[config.mk]
export PLATFORM = sky130hd
export DESIGN_NAME = fetch_unit_flat
export DESIGN_NICKNAME = d
export VERILOG_FILES = /design/src/rtl/fetch_pkg.sv /design/src/rtl/fetch_if.sv /design/src/rtl/fetch_imem.sv /design/src/rtl/fetch_unit.sv /design/src/flat_wrapper.sv
export SDC_FILE = /design/constraint.sdc
export NUM_CORES = 2
export LEC_CHECK = 0
export BUFFER_PORTS_ARGS = -buffer_cell sky130_fd_sc_hd__buf_2
export CELL_PAD_IN_SITES_DETAIL_PLACEMENT = 2
export CELL_PAD_IN_SITES_GLOBAL_PLACEMENT = 2
export CORE_ASPECT_RATIO = 1.5
export CORE_MARGIN = 4
export CORE_UTILIZATION = 50
export CTS_CLUSTER_DIAMETER = 200
export DETAILED_ROUTE_END_ITERATION = 6
export GPL_TIMING_DRIVEN = 0
export PLACE_DENSITY = 0.8
export SKIP_LAST_GASP = 1
export SLEW_MARGIN = 20
export SYNTH_ARGS = -nofsm -noshare
export SYNTH_HDL_FRONTEND = slang
export SYNTH_SLANG_ARGS = --single-unit
[constraint.sdc]
create_clock -name clk -period 5.7 [get_ports clk]
set_input_delay 1.14 -clock clk [delete_from_list [all_inputs] [get_ports clk]]
set_output_delay 1.14 -clock clk [all_outputs]
set_load 0.005 [all_outputs]
[src/rtl/fetch_pkg.sv]
// Shared types and defaults for the instruction-fetch stage.
package fetch_pkg;

    typedef enum logic [1:0] {
        IDLE   = 2'd0,
        RUN    = 2'd1,
        HALTED = 2'd2
    } fetch_state_e;

    // Default halt encoding; truncated to the instance width, so valid for IW up to 64.
    localparam logic [63:0] HALT_WORD_ALL_ONES = '1;

endpackage

[src/rtl/fetch_if.sv]
// Fetch-to-decoder handshake: registered instruction with valid/ready flow control.
interface fetch_if #(
    parameter int IW = 32,
    parameter int AW = 6
);
    logic          instr_valid;
    logic          instr_ready;
    logic [IW-1:0] instr;
    logic [AW-1:0] instr_pc;

    modport master (output instr_valid, output instr, output instr_pc, input instr_ready);
    modport slave  (input instr_valid, input instr, input instr_pc, output instr_ready);
endinterface

[src/rtl/fetch_imem.sv]
// Instruction memory: combinational read, synchronous write, old data on read/write collision.
module fetch_imem #(
    parameter int IW    = 32,
    parameter int DEPTH = 64,
    localparam int AW   = $clog2(DEPTH)
) (
    input  logic          clk,
    input  logic          we,
    input  logic [AW-1:0] waddr,
    input  logic [IW-1:0] wdata,
    input  logic [AW-1:0] raddr,
    output logic [IW-1:0] rdata
);
    logic [IW-1:0] mem [DEPTH];

    // NOTE: the array has no reset; program contents must survive clkreset and it maps onto plain RAM.
    always_ff @(posedge clk) begin
        if (we) begin
            mem[waddr] <= wdata;
        end
    end

    // The write lands at the clock edge, so a same-cycle read still sees the old word.
    assign rdata = mem[raddr];
endmodule

[src/rtl/fetch_unit.sv]
// Instruction-fetch stage: PC, FSM (IDLE/RUN/HALTED), on-chip IMEM and a registered
// valid/ready output with redirect, back-pressure and halt-word detection.
module fetch_unit
    import fetch_pkg::*;
#(
    parameter int IW                 = 32,
    parameter int DEPTH              = 64,
    localparam int AW                = $clog2(DEPTH),
    parameter logic [AW-1:0] RESET_PC  = '0,
    parameter logic [IW-1:0] HALT_WORD = IW'(HALT_WORD_ALL_ONES)
) (
    input  logic          clk,
    input  logic          clkreset,
    input  logic          run,
    input  logic          redirect_valid,
    input  logic [AW-1:0] redirect_pc,
    input  logic          imem_we,
    input  logic [AW-1:0] imem_waddr,
    input  logic [IW-1:0] imem_wdata,
    fetch_if.master       dec,
    output logic          halted
);
    localparam logic [1:0] ST_IDLE   = IDLE;
    localparam logic [1:0] ST_RUN    = RUN;
    localparam logic [1:0] ST_HALTED = HALTED;

    logic [1:0]    state;
    logic [AW-1:0] pc;
    logic          out_valid;
    logic [IW-1:0] out_instr;
    logic [AW-1:0] out_pc;
    logic [IW-1:0] mem_word;
    logic          slot_free;

    fetch_imem #(
        .IW    (IW),
        .DEPTH (DEPTH)
    ) u_imem (
        .clk   (clk),
        .we    (imem_we),
        .waddr (imem_waddr),
        .wdata (imem_wdata),
        .raddr (pc),
        .rdata (mem_word)
    );

    // The output register can take a new word when empty or being drained this cycle.
    assign slot_free = !out_valid || dec.instr_ready;

    always_ff @(posedge clk or negedge clkreset) begin
        if (!clkreset) begin
            state     <= ST_IDLE;
            pc        <= RESET_PC;
            out_valid <= 1'b0;
            out_instr <= '0;
            out_pc    <= '0;
            halted    <= 1'b0;
        end else begin
            // NOTE: the last non-blocking assignment in a block wins, so this handshake clear acts
            // as a default that the redirect flush and a new fetch below override.
            if (out_valid && dec.instr_ready) begin
                out_valid <= 1'b0;
            end

            if (redirect_valid) begin
                pc        <= redirect_pc;
                out_valid <= 1'b0;
                state     <= run ? ST_RUN : ST_IDLE;
                halted    <= 1'b0;
            end else begin
                case (state)
                    ST_IDLE: begin
                        if (run) begin
                            state <= ST_RUN;
                        end
                    end
                    ST_RUN: begin
                        if (!run) begin
                            state <= ST_IDLE;
                        end else if (slot_free) begin
                            out_instr <= mem_word;
                            out_pc    <= pc;
                            out_valid <= 1'b1;
                            if (mem_word == HALT_WORD) begin
                                // PC stays on the halt word so a later redirect decides where to go.
                                state  <= ST_HALTED;
                                halted <= 1'b1;
                            end else begin
                                pc <= (pc == AW'(DEPTH - 1)) ? '0 : pc + 1'b1;
                            end
                        end
                    end
                    ST_HALTED: begin
                        // Only redirect or reset leaves this state.
                    end
                    default: begin
                        state <= ST_IDLE;
                    end
                endcase
            end
        end
    end

    assign dec.instr_valid = out_valid;
    assign dec.instr       = out_instr;
    assign dec.instr_pc    = out_pc;
endmodule
[src/flat_wrapper.sv]
// flat-port wrapper written by rule: the top's interface ports become plain ports
module fetch_unit_flat import fetch_pkg::*;
#(
    parameter int IW                 = 32,
    parameter int DEPTH              = 64,
    localparam int AW                = $clog2(DEPTH),
    parameter logic [AW-1:0] RESET_PC  = '0,
    parameter logic [IW-1:0] HALT_WORD = IW'(HALT_WORD_ALL_ONES)
)
  (clk, clkreset, run, redirect_valid, redirect_pc, imem_we, imem_waddr, imem_wdata, halted, dec_instr_valid, dec_instr, dec_instr_pc, dec_instr_ready);
  fetch_if #(.IW(IW)) dec_i ();
  input  logic clk;
  input  logic clkreset;
  input  logic run;
  input  logic redirect_valid;
  input  logic [AW-1:0] redirect_pc;
  input  logic imem_we;
  input  logic [AW-1:0] imem_waddr;
  input  logic [IW-1:0] imem_wdata;
  output logic halted;
  output wire logic [$bits(dec_i.instr_valid)-1:0] dec_instr_valid;
  output wire logic [$bits(dec_i.instr)-1:0] dec_instr;
  output wire logic [$bits(dec_i.instr_pc)-1:0] dec_instr_pc;
  input wire logic [$bits(dec_i.instr_ready)-1:0] dec_instr_ready;
  assign dec_instr_valid = dec_i.instr_valid;
  assign dec_instr = dec_i.instr;
  assign dec_instr_pc = dec_i.instr_pc;
  assign dec_i.instr_ready = dec_instr_ready;
  fetch_unit #(.IW(IW), .DEPTH(DEPTH), .RESET_PC(RESET_PC), .HALT_WORD(HALT_WORD)) u_core (.clk(clk), .clkreset(clkreset), .run(run), .redirect_valid(redirect_valid), .redirect_pc(redirect_pc), .imem_we(imem_we), .imem_waddr(imem_waddr), .imem_wdata(imem_wdata), .dec(dec_i), .halted(halted));
endmodule
==> reports/qor.csv, run 1 <==
stage,metric,value,unit
die,top-level I/O count,90,
synthesis,register area share after synthesis,0.771,
synthesis,Synth async-reset ratio,0.0229,
synthesis,"Distinct cells, synth",77,
die,row cnt,181,
placement,GP Congestion,0.928,
die,starting density of the core,0.502,
run_status,Run Error,[ERROR DPL-0033] detailed placement checks failed during check placement.,
synthesis,Mapped Cells,3586,
synthesis,predominant post-synthesis flop cell,edfxtp_1,
run_status,status,did not finish,
synthesis,Synth Register Bits,2096,
synthesis,Syn. warnings,0,
synthesis,Mapped Area,81300,sq um
run_status,Failed at,detailed placement (3_5_place_dp),
placement,HPWL Detailed,273,mm
synthesis,syn avg cell area,22.7,sq um
die,die height,502,um
placement,port buffer count,85,
synthesis,syn_nets,3637,
synthesis,Post-synth EDFFs,2048,
die,width of the chip,337,um
==> cells in the mapped netlist (35+ instances only) <==
master / instances / share of area
buf_4: 36 / 0.0033
nand2_1: 46 / 0.0021
a21oi_1: 77 / 0.0047
mux2_2: 96 / 0.013
mux4_2: 436 / 0.12
clkbuf_1: 35 / 0.0016
nor2_1: 105 / 0.0048
o22ai_1: 47 / 0.0036
buf_6: 40 / 0.0055
a22oi_1: 49 / 0.0045
dfrtp_1: 48 / 0.015
buf_2: 47 / 0.0029
mux4_1: 44 / 0.014
edfxtp_1: 2048 / 0.76
mux2i_1: 137 / 0.017
==> stage by stage <==
stage	cells	setup TNS [ns]
after global placement	5775	-1993.14
after floorplan	3586	0
==> kinds of logic after synthesis <==
logic type,share of synthesized area
buffers and inverters,0.0207
flip-flops,0.771
adder cells (fa/ha/maj),0.000154
XOR/XNOR,0.000108
AND/OR/NAND/NOR,0.0161
AO/OA/AOI/OAI,0.0259
multiplexers,0.166
==> run 2, diff against run 1 <==
--- a/config.mk
+++ b/config.mk
@@ -6,15 +6,11 @@
 export NUM_CORES = 2
 export LEC_CHECK = 0
 export BUFFER_PORTS_ARGS = -buffer_cell sky130_fd_sc_hd__buf_2
-export CELL_PAD_IN_SITES_DETAIL_PLACEMENT = 2
-export CELL_PAD_IN_SITES_GLOBAL_PLACEMENT = 2
-export CORE_ASPECT_RATIO = 1.5
 export CORE_MARGIN = 4
-export CORE_UTILIZATION = 50
-export CTS_CLUSTER_DIAMETER = 200
+export CORE_UTILIZATION = 35
 export DETAILED_ROUTE_END_ITERATION = 6
 export GPL_TIMING_DRIVEN = 0
-export PLACE_DENSITY = 0.8
+export PLACE_DENSITY_LB_ADDON = 0.15
 export SKIP_LAST_GASP = 1
 export SLEW_MARGIN = 20
 export SYNTH_ARGS = -nofsm -noshare
==> reports/qor.csv, run 2 <==
stage,metric,value,unit,change
final_layout,"commonest non-fill, non-tap cell in the layout",edfxtp_1,,
synthesis,Mapped Cells,3586,,unchanged
critical_path,R2R Path Start,u_core.pc[2]$_DFFE_PN0P_,,
sta,final setup fails,0,,
clock_tree,setup bufs post-CTS,0,,
run_status,violated checks,design-rule violations,,
sta,Final Cycle Share,0.997,,
sta,final worst slack,0.0188,ns,
die,die area,240000,sq um,
critical_path,CP required,6.44,ns,
synthesis,"area leader, netlist",edfxtp_1,,unchanged
clock_tree,"CTS clk-pin slew, worst paths",0.06,ns,
synthesis,Post-synth EDFFs,2048,,unchanged
synthesis,syn avg cell area,22.7,sq um,unchanged
global_route,met3 Use GR,0.0573,,
global_route,GRT Residual Overflow,0,,
sta,minimum clock period,5.68,ns,
clock_tree,H-tree Lvls,4,,
final_layout,"Most flops, register",u_core.u_imem.mem,,
final_layout,Post-Layout Cell Count,7287,,
min_path,Hold/Removal Path Class,primary input to async pin,,
synthesis,syn_nets,3637,,unchanged
placement,GP Congestion,0.903,,was 0.928
critical_path,"Max FO, Critical Path",10,,
critical_path,Worst Setup End Kind,flop,,
final_layout,max reg flops,2048,,
critical_path,end of the worst register-to-register path,u_core.pc[4]$_DFFE_PN0P_,,
die,starting density of the core,0.353,,was 0.502
sta,Worst Tran Pin Value,1.17,ns,
route,post-route ant nets,0,,
critical_path,crit path to,u_core.pc[4]$_DFFE_PN0P_,,
global_route,met1 usage,0.357,,
route,via count,44000,,
pwr,Cell Pwr Density,367,nW/um^2,
clock_tree,clk buf depth,3,,
clock_tree,clock latency on the worst-skew pair,0.87,ns,
sta,RSZ-0062 raised after global routing,no,,
synthesis,post-synth top area share,0.756,,unchanged
synthesis,Synth async-reset ratio,0.0229,,unchanged
global_route,vias in the first global route,42000,,
synthesis,Mapped Area,81300,sq um,unchanged
critical_path,Worst setup startpoint,u_core.pc[2]$_DFFE_PN0P_,,
pwr,Leak,30.5,nW,
synthesis,"Distinct cells, synth",77,,unchanged
sta,clk_skew,0.0272,ns,
placement,port buffer count,85,,unchanged
final_layout,most frequent cells in the layout,"edfxtp_1 (2,048), mux4_2 (436), clkbuf_16 (224)",,
placement,HPWL Detailed,223,mm,was 273 mm
die,row cnt,176,,was 181
clock_tree,Num CTS Buffers,224,,
job,number of max-cap violations,0,,
pwr,maximum vdd drop,0.300,mV,
global_route,first-pass GRT wire length,420,mm,
final_layout,share of cells above drive strength 1,0.315,,
global_route,largest net degree at the start of global routing,65,,
die,width of the chip,490,um,was 337 um
synthesis,Syn. warnings,0,,unchanged
route,DRC violations left,7,,
critical_path,Setup CP Type,flop to flop,,
synthesis,most frequent cell after synthesis,edfxtp_1,,unchanged
synthesis,Synth Register Bits,2096,,unchanged
route,vias per cell,6.03,,
sta,number of hold violations in the final report,0,,
clock_tree,CTS Sinks,2096,,
global_route,met2 Use GR,0.414,,
sta,worst hold margin,0.115,ns,
clock_tree,post-cts sizing count,0,,
route,1st-iter DRT viols,7487,,
placement,pre-CTS WS,0.0663,ns,
route,Routed WL,324,mm,
global_route,busiest grt layer,met2,,
placement,dpl cell area,90000,sq um,
sta,Slew HR,0.218,,
route,1st-pass router iterations,7,,
final_layout,area grow syn2layout,19.3,%,
clock_tree,CTS root buffer,clkbuf_16,,
clock_tree,CTS tree,done,,
sta,count of final max-slew check failures,0,,
synthesis,register area share after synthesis,0.771,,unchanged
run_status,status,finished with violations,,was did not finish
clock_tree,Post-CTS Hold Fix Bufs,0,,
die,Core Area,231000,sq um,
die,top-level I/O count,90,,unchanged
die,die height,490,um,was 502 um
synthesis,synth top area cells,"edfxtp_1 (76%), mux4_2 (12%), mux2i_1 (1.7%), dfrtp_1 (1.5%), mux4_1 (1.4%)",,unchanged
global_route,All-Layer GR Usage,0.265,,
critical_path,Worst Path Arrival,6.42,ns,
synthesis,top post-synthesis cells by count,"edfxtp_1 (2,048), mux4_2 (436), mux2i_1 (137)",,unchanged
global_route,initial antenna violation count,22,,
critical_path,R2R depth,13,,
sta,Fmax,0.176,GHz,
route,Avg WL per Cell,44.5,um,
final_layout,final net count,4122,,
critical_path,Setup crit start kind,flop,,
critical_path,FF-to-FF setup slack,0.02,ns,
synthesis,predominant post-synthesis flop cell,edfxtp_1,,unchanged
placement,Inst Count DP,6871,,
final_layout,"Design Area, Final",97000,sq um,
final_layout,Final Util,0.421,,
-- run 2: cell type report --
class | instances | area [sq um]
Timing Repair Buffer | 259 | 4450
Clock inverter | 114 | 1000
Multi-Input combinational cell | 1289 | 17400
Inverter | 5 | 31.3
Sequential cell | 2096 | 62700
Tap cell | 3026 | 3790
Fill cell | 19800 | 134000
Buffer | 196 | 1660
Clock buffer | 292 | 5870
Antenna cell | 10 | 25.0
-- run 2: logic make-up (layout without fill, tap and decap cells) --
kind of cell,count (synthesis),count (layout),synth area share
compound gates,304,304,0.0259
xor+xnor,1,1,0.000108
fa+ha+maj,1,1,0.000154
buf+inv,201,866,0.0207
flops,2096,2096,0.771
mux,718,718,0.166
other cells,0,10,0
simple gates,265,265,0.0161
-- run 2: routing by layer --
metal / vias to the layer above / part of all wire
met4: 8 / 0.050
met3: 564 / 0.091
met2: 2707 / 0.47
met1: 24300 / 0.39
li1: 16400 / -
met5: - / 0.00016
-- run 2: power breakdown --
| group | leakage, nW | internal (mW) | total, mW | switching (mW) |
|---|---|---|---|---|
| Clock | 3.34 | 7.79 | 14.0 | 6.19 |
| Sequential | 19.0 | 17.1 | 17.3 | 0.124 |
| Combinational | 8.20 | 1.45 | 4.33 | 2.88 |
-- run 2: worst max-delay path: stages (launching register included) --
cell	delay [ns]
dfrtp_1	0.45
buf_4	0.22
buf_4	0.22
nor2_2	0.88
clkbuf_1	0.85
a22oi_1	0.20
a21oi_1	0.62
a31oi_1	0.13
o22ai_2	0.59
nand4_1	0.45
nor4_4	0.32
and2_4	0.25
nor4_1	0.06
o31a_1	0.27
-- run 2: stage by stage --
step / TNS [ns] / total power, mW
2_1_floorplan: 0 / 19.6
3_3_place_gp: -2703.70 / 21.8
3_5_place_dp: 0 / 21.9
4_1_cts: 0 / 35.7
5_1_grt: 0 / 36.5
6_report: 0 / 35.6
-- run 2: worst min path at each step --
stage / startpoint / endpoint / slack [ns] / cells past startpoint
6_report: clkreset / u_core.dec.instr[18]$_DFFE_PN0P_ / 0.12 / 1
5_1_grt: clkreset / u_core.dec.instr[18]$_DFFE_PN0P_ / 0.08 / 1
4_1_cts: clkreset / u_core.dec.instr[18]$_DFFE_PN0P_ / 0.06 / 1
3_5_place_dp: u_core.dec.instr[7]$_DFFE_PN0P_ / u_core.dec.instr[7]$_DFFE_PN0P_ / 0.49 / 1
3_3_place_gp: u_core.dec.instr[5]$_DFFE_PN0P_ / u_core.dec.instr[5]$_DFFE_PN0P_ / 0.49 / 1
2_1_floorplan: u_core.dec.instr[26]$_DFFE_PN0P_ / u_core.dec.instr[26]$_DFFE_PN0P_ / 0.49 / 2
No activity file was read; power rests on OpenSTA's default activity.
